File: src/rtl/seg_display_mux.sv
// Multiplexed active-low 7-segment driver with a shadow register, leading-zero
// blanking and hex/decimal glyphs. Optional SEG_BLINK_EN adds per-digit blinking.
module seg_display_mux #(
    parameter int NUM_DIGITS = 4,
    parameter int CLK_DIV    = 50000,
    parameter int HEX_MODE   = 0
`ifdef SEG_BLINK_EN
    ,
    parameter int BLINK_SCANS = 64
`endif
) (
    input  logic                    clk,
    input  logic                    rst,
    input  logic [4*NUM_DIGITS-1:0] digits,
    input  logic [NUM_DIGITS-1:0]   dp,
    input  logic                    load,
    input  logic                    blank_lz,
    input  logic                    enable,
`ifdef SEG_BLINK_EN
    input  logic [NUM_DIGITS-1:0]   blink_mask,
`endif
    output logic [7:0]              seg,
    output logic [NUM_DIGITS-1:0]   an,
    output logic                    scan_done
);

    localparam int IDX_W = (NUM_DIGITS > 1) ? $clog2(NUM_DIGITS) : 1;
    localparam int DIV_W = $clog2(CLK_DIV);
    localparam logic [IDX_W-1:0] IDX_MAX = IDX_W'(NUM_DIGITS - 1);
    localparam logic [DIV_W-1:0] DIV_MAX = DIV_W'(CLK_DIV - 1);

    logic [DIV_W-1:0]        r_div;
    logic [IDX_W-1:0]        r_idx;
    logic [4*NUM_DIGITS-1:0] r_sh_dig;
    logic [NUM_DIGITS-1:0]   r_sh_dp;
    logic [7:0]              r_seg;
    logic [NUM_DIGITS-1:0]   r_an;
    logic                    r_done;

    logic                    w_tick;
    logic [3:0]              w_nib;
    logic                    w_dp;
    logic                    w_nz;
    logic                    w_blank;
    logic                    w_blink;
    logic [7:0]              w_seg;
    logic [NUM_DIGITS-1:0]   w_an;

    function automatic logic [6:0] glyph(input logic [3:0] v);
        logic [6:0] g;
        case (v)
            4'h0: g = 7'h40;
            4'h1: g = 7'h79;
            4'h2: g = 7'h24;
            4'h3: g = 7'h30;
            4'h4: g = 7'h19;
            4'h5: g = 7'h12;
            4'h6: g = 7'h02;
            4'h7: g = 7'h78;
            4'h8: g = 7'h00;
            4'h9: g = 7'h10;
            4'hA: g = (HEX_MODE != 0) ? 7'h08 : 7'h3F;
            4'hB: g = (HEX_MODE != 0) ? 7'h03 : 7'h3F;
            4'hC: g = (HEX_MODE != 0) ? 7'h46 : 7'h3F;
            4'hD: g = (HEX_MODE != 0) ? 7'h21 : 7'h3F;
            4'hE: g = (HEX_MODE != 0) ? 7'h06 : 7'h3F;
            default: g = (HEX_MODE != 0) ? 7'h0E : 7'h3F;
        endcase
        return g;
    endfunction

    assign w_tick = (r_div == DIV_MAX);

`ifdef SEG_BLINK_EN
    localparam int BC_W = (BLINK_SCANS > 1) ? $clog2(BLINK_SCANS) : 1;
    localparam logic [BC_W-1:0] BC_MAX = BC_W'(BLINK_SCANS - 1);
    logic [BC_W-1:0] r_bcnt;
    logic            r_phase;

    // Phase flips once every BLINK_SCANS completed scans.
    always_ff @(posedge clk or posedge rst) begin
        if (rst) begin
            r_bcnt  <= '0;
            r_phase <= 1'b0;
        end else if (w_tick && (r_idx == '0)) begin
            if (r_bcnt == BC_MAX) begin
                r_bcnt  <= '0;
                r_phase <= ~r_phase;
            end else begin
                r_bcnt <= r_bcnt + 1'b1;
            end
        end
    end
`endif

    // Everything the next tick needs is decoded from the shadow, never the live inputs.
    always_comb begin
        w_nib   = 4'h0;
        w_dp    = 1'b0;
        w_nz    = 1'b0;
        w_blink = 1'b0;
        w_an    = '1;
        for (int j = 0; j < NUM_DIGITS; j++) begin
            if (IDX_W'(j) == r_idx) begin
                w_nib   = r_sh_dig[j*4 +: 4];
                w_dp    = r_sh_dp[j];
                w_an[j] = 1'b0;
`ifdef SEG_BLINK_EN
                w_blink = r_phase & blink_mask[j];
`endif
            end
            if ((IDX_W'(j) >= r_idx) && (r_sh_dig[j*4 +: 4] != 4'h0))
                w_nz = 1'b1;
        end
        w_blank = blank_lz && (r_idx != '0) && !w_nz;
        if (w_blink)
            w_seg = 8'hFF;
        else if (w_blank)
            w_seg = {~w_dp, 7'h7F};
        else
            w_seg = {~w_dp, glyph(w_nib)};
    end

    always_ff @(posedge clk or posedge rst) begin
        if (rst) begin
            r_div    <= '0;
            r_idx    <= IDX_MAX;
            r_sh_dig <= '0;
            r_sh_dp  <= '0;
        end else begin
            r_div <= w_tick ? '0 : r_div + 1'b1;
            if (w_tick)
                r_idx <= (r_idx == '0) ? IDX_MAX : r_idx - 1'b1;
            if (load) begin
                r_sh_dig <= digits;
                r_sh_dp  <= dp;
            end
        end
    end

    // Disable darkens the pins on every edge; scanning and scan_done keep going.
    always_ff @(posedge clk or posedge rst) begin
        if (rst) begin
            r_seg  <= 8'hFF;
            r_an   <= '1;
            r_done <= 1'b0;
        end else begin
            r_done <= w_tick && (r_idx == '0);
            if (!enable) begin
                r_seg <= 8'hFF;
                r_an  <= '1;
            end else if (w_tick) begin
                r_seg <= w_seg;
                r_an  <= w_an;
            end
        end
    end

    assign seg       = r_seg;
    assign an        = r_an;
    assign scan_done = r_done;

endmodule

File: config.mk
export PLATFORM = sky130hd
export DESIGN_NAME = seg_display_mux
export DESIGN_NICKNAME = d
export VERILOG_FILES = /design/src/rtl/seg_display_mux.sv
export SDC_FILE = /design/constraint.sdc
export NUM_CORES = 1
export LEC_CHECK = 0
export CORE_ASPECT_RATIO = 0.8
export CORE_UTILIZATION = 55
export DETAILED_ROUTE_END_ITERATION = 8
export MAX_ROUTING_LAYER = met4
export PLACE_DENSITY = 0.82
export SYNTH_ARGS = -nofsm -noshare
export SYNTH_HDL_FRONTEND = slang
export SYNTH_SLANG_ARGS = --single-unit
File: constraint.sdc
create_clock -name clk -period 3.15 [get_ports clk]
set_input_delay 0.63 -clock clk [delete_from_list [all_inputs] [get_ports clk]]
set_output_delay 0.63 -clock clk [all_outputs]
set_load 0.005 [all_outputs]
==> Yosys cells after proc, flatten, opt, wreduce, memory -nomap -nowiden <==
Memory sizes are Yosys's and may differ from the RTL's.
Index checks and enable logic that the tools add are counted.
{ "totals": {"reg_bits": 51, "romBits": 112, "wordCells": 57, "mem_count": 1} }
{ "mem_list": {"columns": ["memory", "words", "word_bits", "read_ports", "rd_clocked_by_memory_dff", "write_ports", "line", "rtl"], "rows": [
  ["(no name shown)", 16, 7, 1, 0, 0, "51", "case (v)"]
]} }
{ "classes": {"addsub": 2, "order_cmp": 4, "eq_ne": 5, "muxes": 23, "bitwise_logic": 1, "n_reduce_logical": 14} }
{ "op_table": {"columns": ["cell", "n"], "rows": [
  ["two-way mux 4 bit", 6],
  ["adder 16 x 1 -> 16 bit, second input constant", 1],
  ["== test 16 bit, second input constant", 1],
  ["two-way mux 16 bit", 1],
  ["two-way mux 8 bit", 2],
  ["nonzero test 4 bit", 4],
  ["two-way mux 1 bit", 12],
  ["logical AND 1 bit", 7],
  ["two-way mux 7 bit", 1],
  ["== test 2 bit, first input constant", 2],
  ["greater-or-equal comparator 1 x 2 -> 1 bit, first input constant", 2],
  ["greater-or-equal comparator 2 bit, first input constant", 2],
  ["== test 1 x 2 -> 1 bit, first input constant", 1],
  ["logical NOT 2 bit", 1],
  ["two-way mux 2 bit", 1],
  ["!= test 2 x 1 -> 1 bit, second input constant", 1],
  ["nonzero test 2 bit", 1],
  ["subtractor 2 x 1 -> 2 bit, second input constant", 1],
  ["logical NOT 1 bit", 1],
  ["NOT 1 bit", 1]
]} }

==> Logic depth before layout (Yosys ltp) <==
{ "depth": {"depth_word": 11, "depth_mapped": 11, "depth_no_buf": 10} }

==> Worst setup path before layout <==
Ideal clock, no wire load.
{ "synth_path": {"kind": "register -> register", "startpoint": "register r_idx[0]", "endpoint": "register r_seg[6], in the netlist seg[6]", "setup_time_ps": 88, "arrival_ps": 2255, "required_time_ps": 3062, "path_slack_ps": 807, "path_stages_with_launch": 11, "n_path_buf": 1, "path_cell_list": "dfstp_2 > inv_1 > ha_1 > buf_2 > a211oi_1 > a221o_1 > inv_1 > ha_1 > a21oi_1 > nor4_1 > or3_1"} }
{ "synth_via": {"elab_chain_cells": 11, "word_cells_on_any_way": 28, "cone_classes": "4 x order compare; 3 x eq/ne; 11 x mux; 9 x reduce/logical; 1 x memory"} }
{ "synth_lines": {"columns": ["element", "line", "rtl"], "rows": [
  ["from (decl)", "33", "logic [IDX_W-1:0] r_idx;"],
  ["from (signal assigned)", "133", "r_idx <= (r_idx == '0) ? IDX_MAX : r_idx - 1'b1;"],
  ["parallel branches: the longest is 8 deep, another holds memory (16 x 7 bit)", null, null],
  ["two-way mux 7 bit (*)", "118", "else if (w_blank)"],
  ["two-way mux 8 bit (*)", "152", "end else if (w_tick) begin"],
  ["two-way mux 8 bit (*)", "149", "if (!enable) begin"],
  ["to (signal assigned)", "153", "r_seg <= w_seg;"],
  ["to (decl)", "36", "logic [7:0] r_seg;"]
]} }
Mark *: on every way between the ends. The select of a mux whose other input is x is not followed.
A chain may end at the register's enable or synchronous reset.

==> Final worst setup path <==
{ "layout_path": {"startpoint": "register r_idx[1]", "endpoint": "register r_seg[3], in the netlist seg[3]"} }
The elaborated chain is that of the path after synthesis.

==> reports/results.tsv <==
stage	metric	value	unit
critical_path	crit_path_start_kind	flop	
critical_path	crit_fanout	23	
critical_path	cpLargestDelayFamily	compound AO/OA/AOI/OAI gates	
clocking	cts.sinks	51	
floorplanning	io_pins	38	
synth	synthMuxAreaShare	0.0813	
timing	setup_viol	0	
synth	syn_avg_cell_area	11.3	µm²
grt	grt_max_degree	33	
timing	maxSlewViolCount	0	
clocking	clockRootBuffer	clkbuf_8	
timing	post-route-period-util	0.834	
grt	grt_overflow_total	0	
critical_path	crit_buf_inv	0	
synth	synth-async-reset-ratio	1.00	
timing	hold_viol	0	
route	vias_per_cell	5.79	
clocking	cts.repair.resized	0	
critical_path	path_cells	ha_1 > a221oi_1 > or3_4 > a2111oi_4 > a31oi_1	
clocking	insertion_delay	0.30	ns
power	power_frac_comb	0.113	
power	power.share.sequential	0.586	
clocking	cts_tree	yes	
layout	final_util	0.695	
place	hpwl	3860	µm
synth	syn-num-nets	277	
critical_path	setup.worst_path.class	reg -> reg	
power	peakVddDrop	0.306	mV
critical_path	critPathRequiredTime	3.36	ns
critical_path	crit_path_end_kind	flop	
synth	synth_xor_area_frac	0.0445	
timing	fin_setup_tns	0	ns
layout	drive_gt1_frac	0.207	
clocking	clk_pin_slew	0.09	ns
route	first_iter_violations	112	
floorplanning	row_count	22	
synth	synth_top_family_by_area	simple AND/OR/NAND/NOR gates	
synth	ys_ff_latch	51	
power	p_sw	293	µW
synth	syn_inst	244	
floorplanning	start_util	0.585	
floorplanning	die_y	65.3	µm
route	routed_wl	5200	µm
synth	ys_types	54	
critical_path	r2r-start	r_idx[1]$_DFFE_PP1N_	
timing	period_needed	2.63	ns
timing	slew_headroom	0.473	
route	routedWlPerCell	15.1	µm
timing	tightest_slew	0.791	ns
status	status	complete, no violations	
grt	grt_pass1_wl	9030	µm
layout	layout.nets	317	
synth	yosysSeqAreaShare	0.470	
power	p_leak	0.00134	µW
synth	synth_compound_area_frac	0.116	
timing	fin_skew	0.00493	ns
route	drtAntennaViolNets	0	
floorplanning	die_area	5300	µm²
timing	max_freq	380	MHz
critical_path	arrival	2.84	ns
synth	ys.flop_type	dfrtp_1	
grt	antenna_found_initial	0	
min_path	min_from	seg[5]$_DFFE_PP1P_	
critical_path	slowest_delay	0.68	ns
place	port_buffers	37	
clocking	numCtsBuffers	5	
synth	synth_edf_count	0	
clocking	hold_buffers	0	
min_path	worstHoldPathType	reg -> reg	
layout	syn_to_final_growth	18.7	%
min_path	whs_endpoint	seg[5]$_DFFE_PP1P_	
layout	diodes	0	
route	drc_errors	0	
synth	synth_fa_ha_area_frac	0.0363	
clocking	clk_path_buf_depth	2	
power	switching_share	0.243	
critical_path	reg2reg_slack	0.52	ns
synth	syn-cell-area	2760	µm²
min_path	hold_depth	2	
grt	grt_usage	0.235	
clocking	cts.htree.levels	2	
synth	ys_warn_count	0	
grt	grt_pass1_vias	1881	
critical_path	reg2reg_depth	5	
place	gp_congestion	0.812	
critical_path	r2r-end	seg[3]$_DFFE_PP1P_	
power	power_density	368	nW/µm²
floorplanning	die_w	81.1	µm
clocking	post_cts_buffers	0	
floorplanning	core_area	4710	µm²
route	drt_first_pass_iters	4	
timing	rsz0062_at_grt	no	
power	power_frac_clock	0.301	
synth	synth-simple-area-share	0.226	
run	drv_cap	0	
power	p_int	911	µW
critical_path	cp_slowest_cell	ha_1	
route	num_vias	1998	
cell usage in the layout (no fill, tap or decap), types with 4 or more instances in the layout:
cell and instances:
ha_1 8, mux2_2 18, nand3b_1 6, nor3b_1 4
nor2b_1 9, a211oi_1 5, nor3_1 4, inv_1 6
clkbuf_8 5, nand2_1 16, and4_1 4, dfstp_2 14
nand3_1 4, o21ai_0 7, clkdlybuf4s50_1 37, xor2_1 10
nor2_1 18, xnor2_1 4, a21oi_1 9, buf_4 4
dfrtp_1 37, and2_1 4
logic make-up after synthesis:
group,after synthesis
adder cells (fa/ha/maj),8
AND/OR/NAND/NOR,95
flip-flops,51
AO/OA/AOI/OAI,41
multiplexers,20
XOR/XNOR,14
buffers and inverters,15
cell usage after synthesis (3+ instances only):
library cell | count | area share
a211o_1 | 3 | 0.0095
a211oi_1 | 5 | 0.014
a211oi_2 | 3 | 0.014
a21oi_1 | 9 | 0.016
and2_1 | 4 | 0.0091
and4_1 | 4 | 0.013
buf_2 | 4 | 0.0073
dfrtp_1 | 37 | 0.34
dfstp_2 | 14 | 0.13
ha_1 | 8 | 0.036
inv_1 | 7 | 0.0095
mux2_2 | 18 | 0.074
nand2_1 | 16 | 0.022
nand2b_1 | 3 | 0.0068
nand3_1 | 4 | 0.0073
nand3b_1 | 6 | 0.016
nor2_1 | 18 | 0.025
nor2b_1 | 9 | 0.020
nor3_1 | 4 | 0.0073
nor3b_1 | 4 | 0.011
nor4_1 | 3 | 0.0068
nor4_4 | 3 | 0.023
o21ai_0 | 7 | 0.013
or3_1 | 3 | 0.0068
xnor2_1 | 4 | 0.013
xor2_1 | 10 | 0.032
cell type report:
type | instances | area (µm²)
fill | 343 | 1440
multi-input combinational | 178 | 1390
clock buffer | 6 | 72.6
timing repair buffer | 41 | 400
inverter | 7 | 26.3
sequential | 51 | 1290
clock inverter | 2 | 12.5
tap | 60 | 75.1
layer usage:
metal / GRT usage / vias up / share of wire
met5: - / - / 0
met4: 0.0804 / 0 / 0.012
met3: 0.0514 / 8 / 0.047
met2: 0.319 / 54 / 0.43
met1: 0.346 / 966 / 0.51
li1: - / 970 / -
power by group through the flow:
stage | registers [µW] | clock network (µW) | logic, µW
global route | 709 | 400 | 152
floorplan | 707 | 0 | 85.8
global placement | 717 | 0 | 133
finish | 706 | 362 | 136
CTS | 705 | 370 | 137
detailed placement | 717 | 0 | 136
worst register-to-register path: cells and delay by family, from the launching register on:
| kind | cells | cell delay [ns] |
|---|---|---|
| and+or+nand+nor | 1 | 0.45 |
| adders and majority gates | 1 | 0.68 |
| DFF | 1 | 0.58 |
| AOI/OAI and AO/OA | 3 | 0.84 |
worst max-delay path by stage:
stage,cells past startpoint,slack [ns],endpoint,from
global route,5,0.30,seg[3]$_DFFE_PP1P_,r_idx[1]$_DFFE_PP1N_
CTS,8,0.52,seg[5]$_DFFE_PP1P_,r_idx[1]$_DFFE_PP1N_
finish,5,0.52,seg[3]$_DFFE_PP1P_,r_idx[1]$_DFFE_PP1N_
detailed placement,5,0.54,seg[3]$_DFFE_PP1P_,r_idx[1]$_DFFE_PP1N_
global placement,5,0.59,seg[3]$_DFFE_PP1P_,r_idx[1]$_DFFE_PP1N_
floorplan,10,0.81,seg[6]$_DFFE_PP1P_,r_idx[0]$_DFFE_PP1N_
sequential cells by signal (all words and copies together), names as in the netlist:
| name | flops |
|---|---|
| an | 4 |
| r_div | 16 |
| r_idx | 2 |
| r_sh_dig | 16 |
| r_sh_dp | 4 |
| scan_done | 1 |
| seg | 8 |
metrics by stage:
stage | std cells | instance area, µm² | power [µW] | setup WS, ns | hold slack (ns)
3_3_place_gp | 337 | 3180 | 849 | 0.586 | 0.483
2_1_floorplan | 244 | 2760 | 793 | 0.807 | 0.460
6_report | 345 | 3270 | 1200 | 0.522 | 0.509
3_5_place_dp | 337 | 3180 | 853 | 0.545 | 0.499
4_1_cts | 345 | 3270 | 1210 | 0.519 | 0.515
5_1_grt | 345 | 3270 | 1260 | 0.303 | 0.528
(Power assumes the default switching activity.)
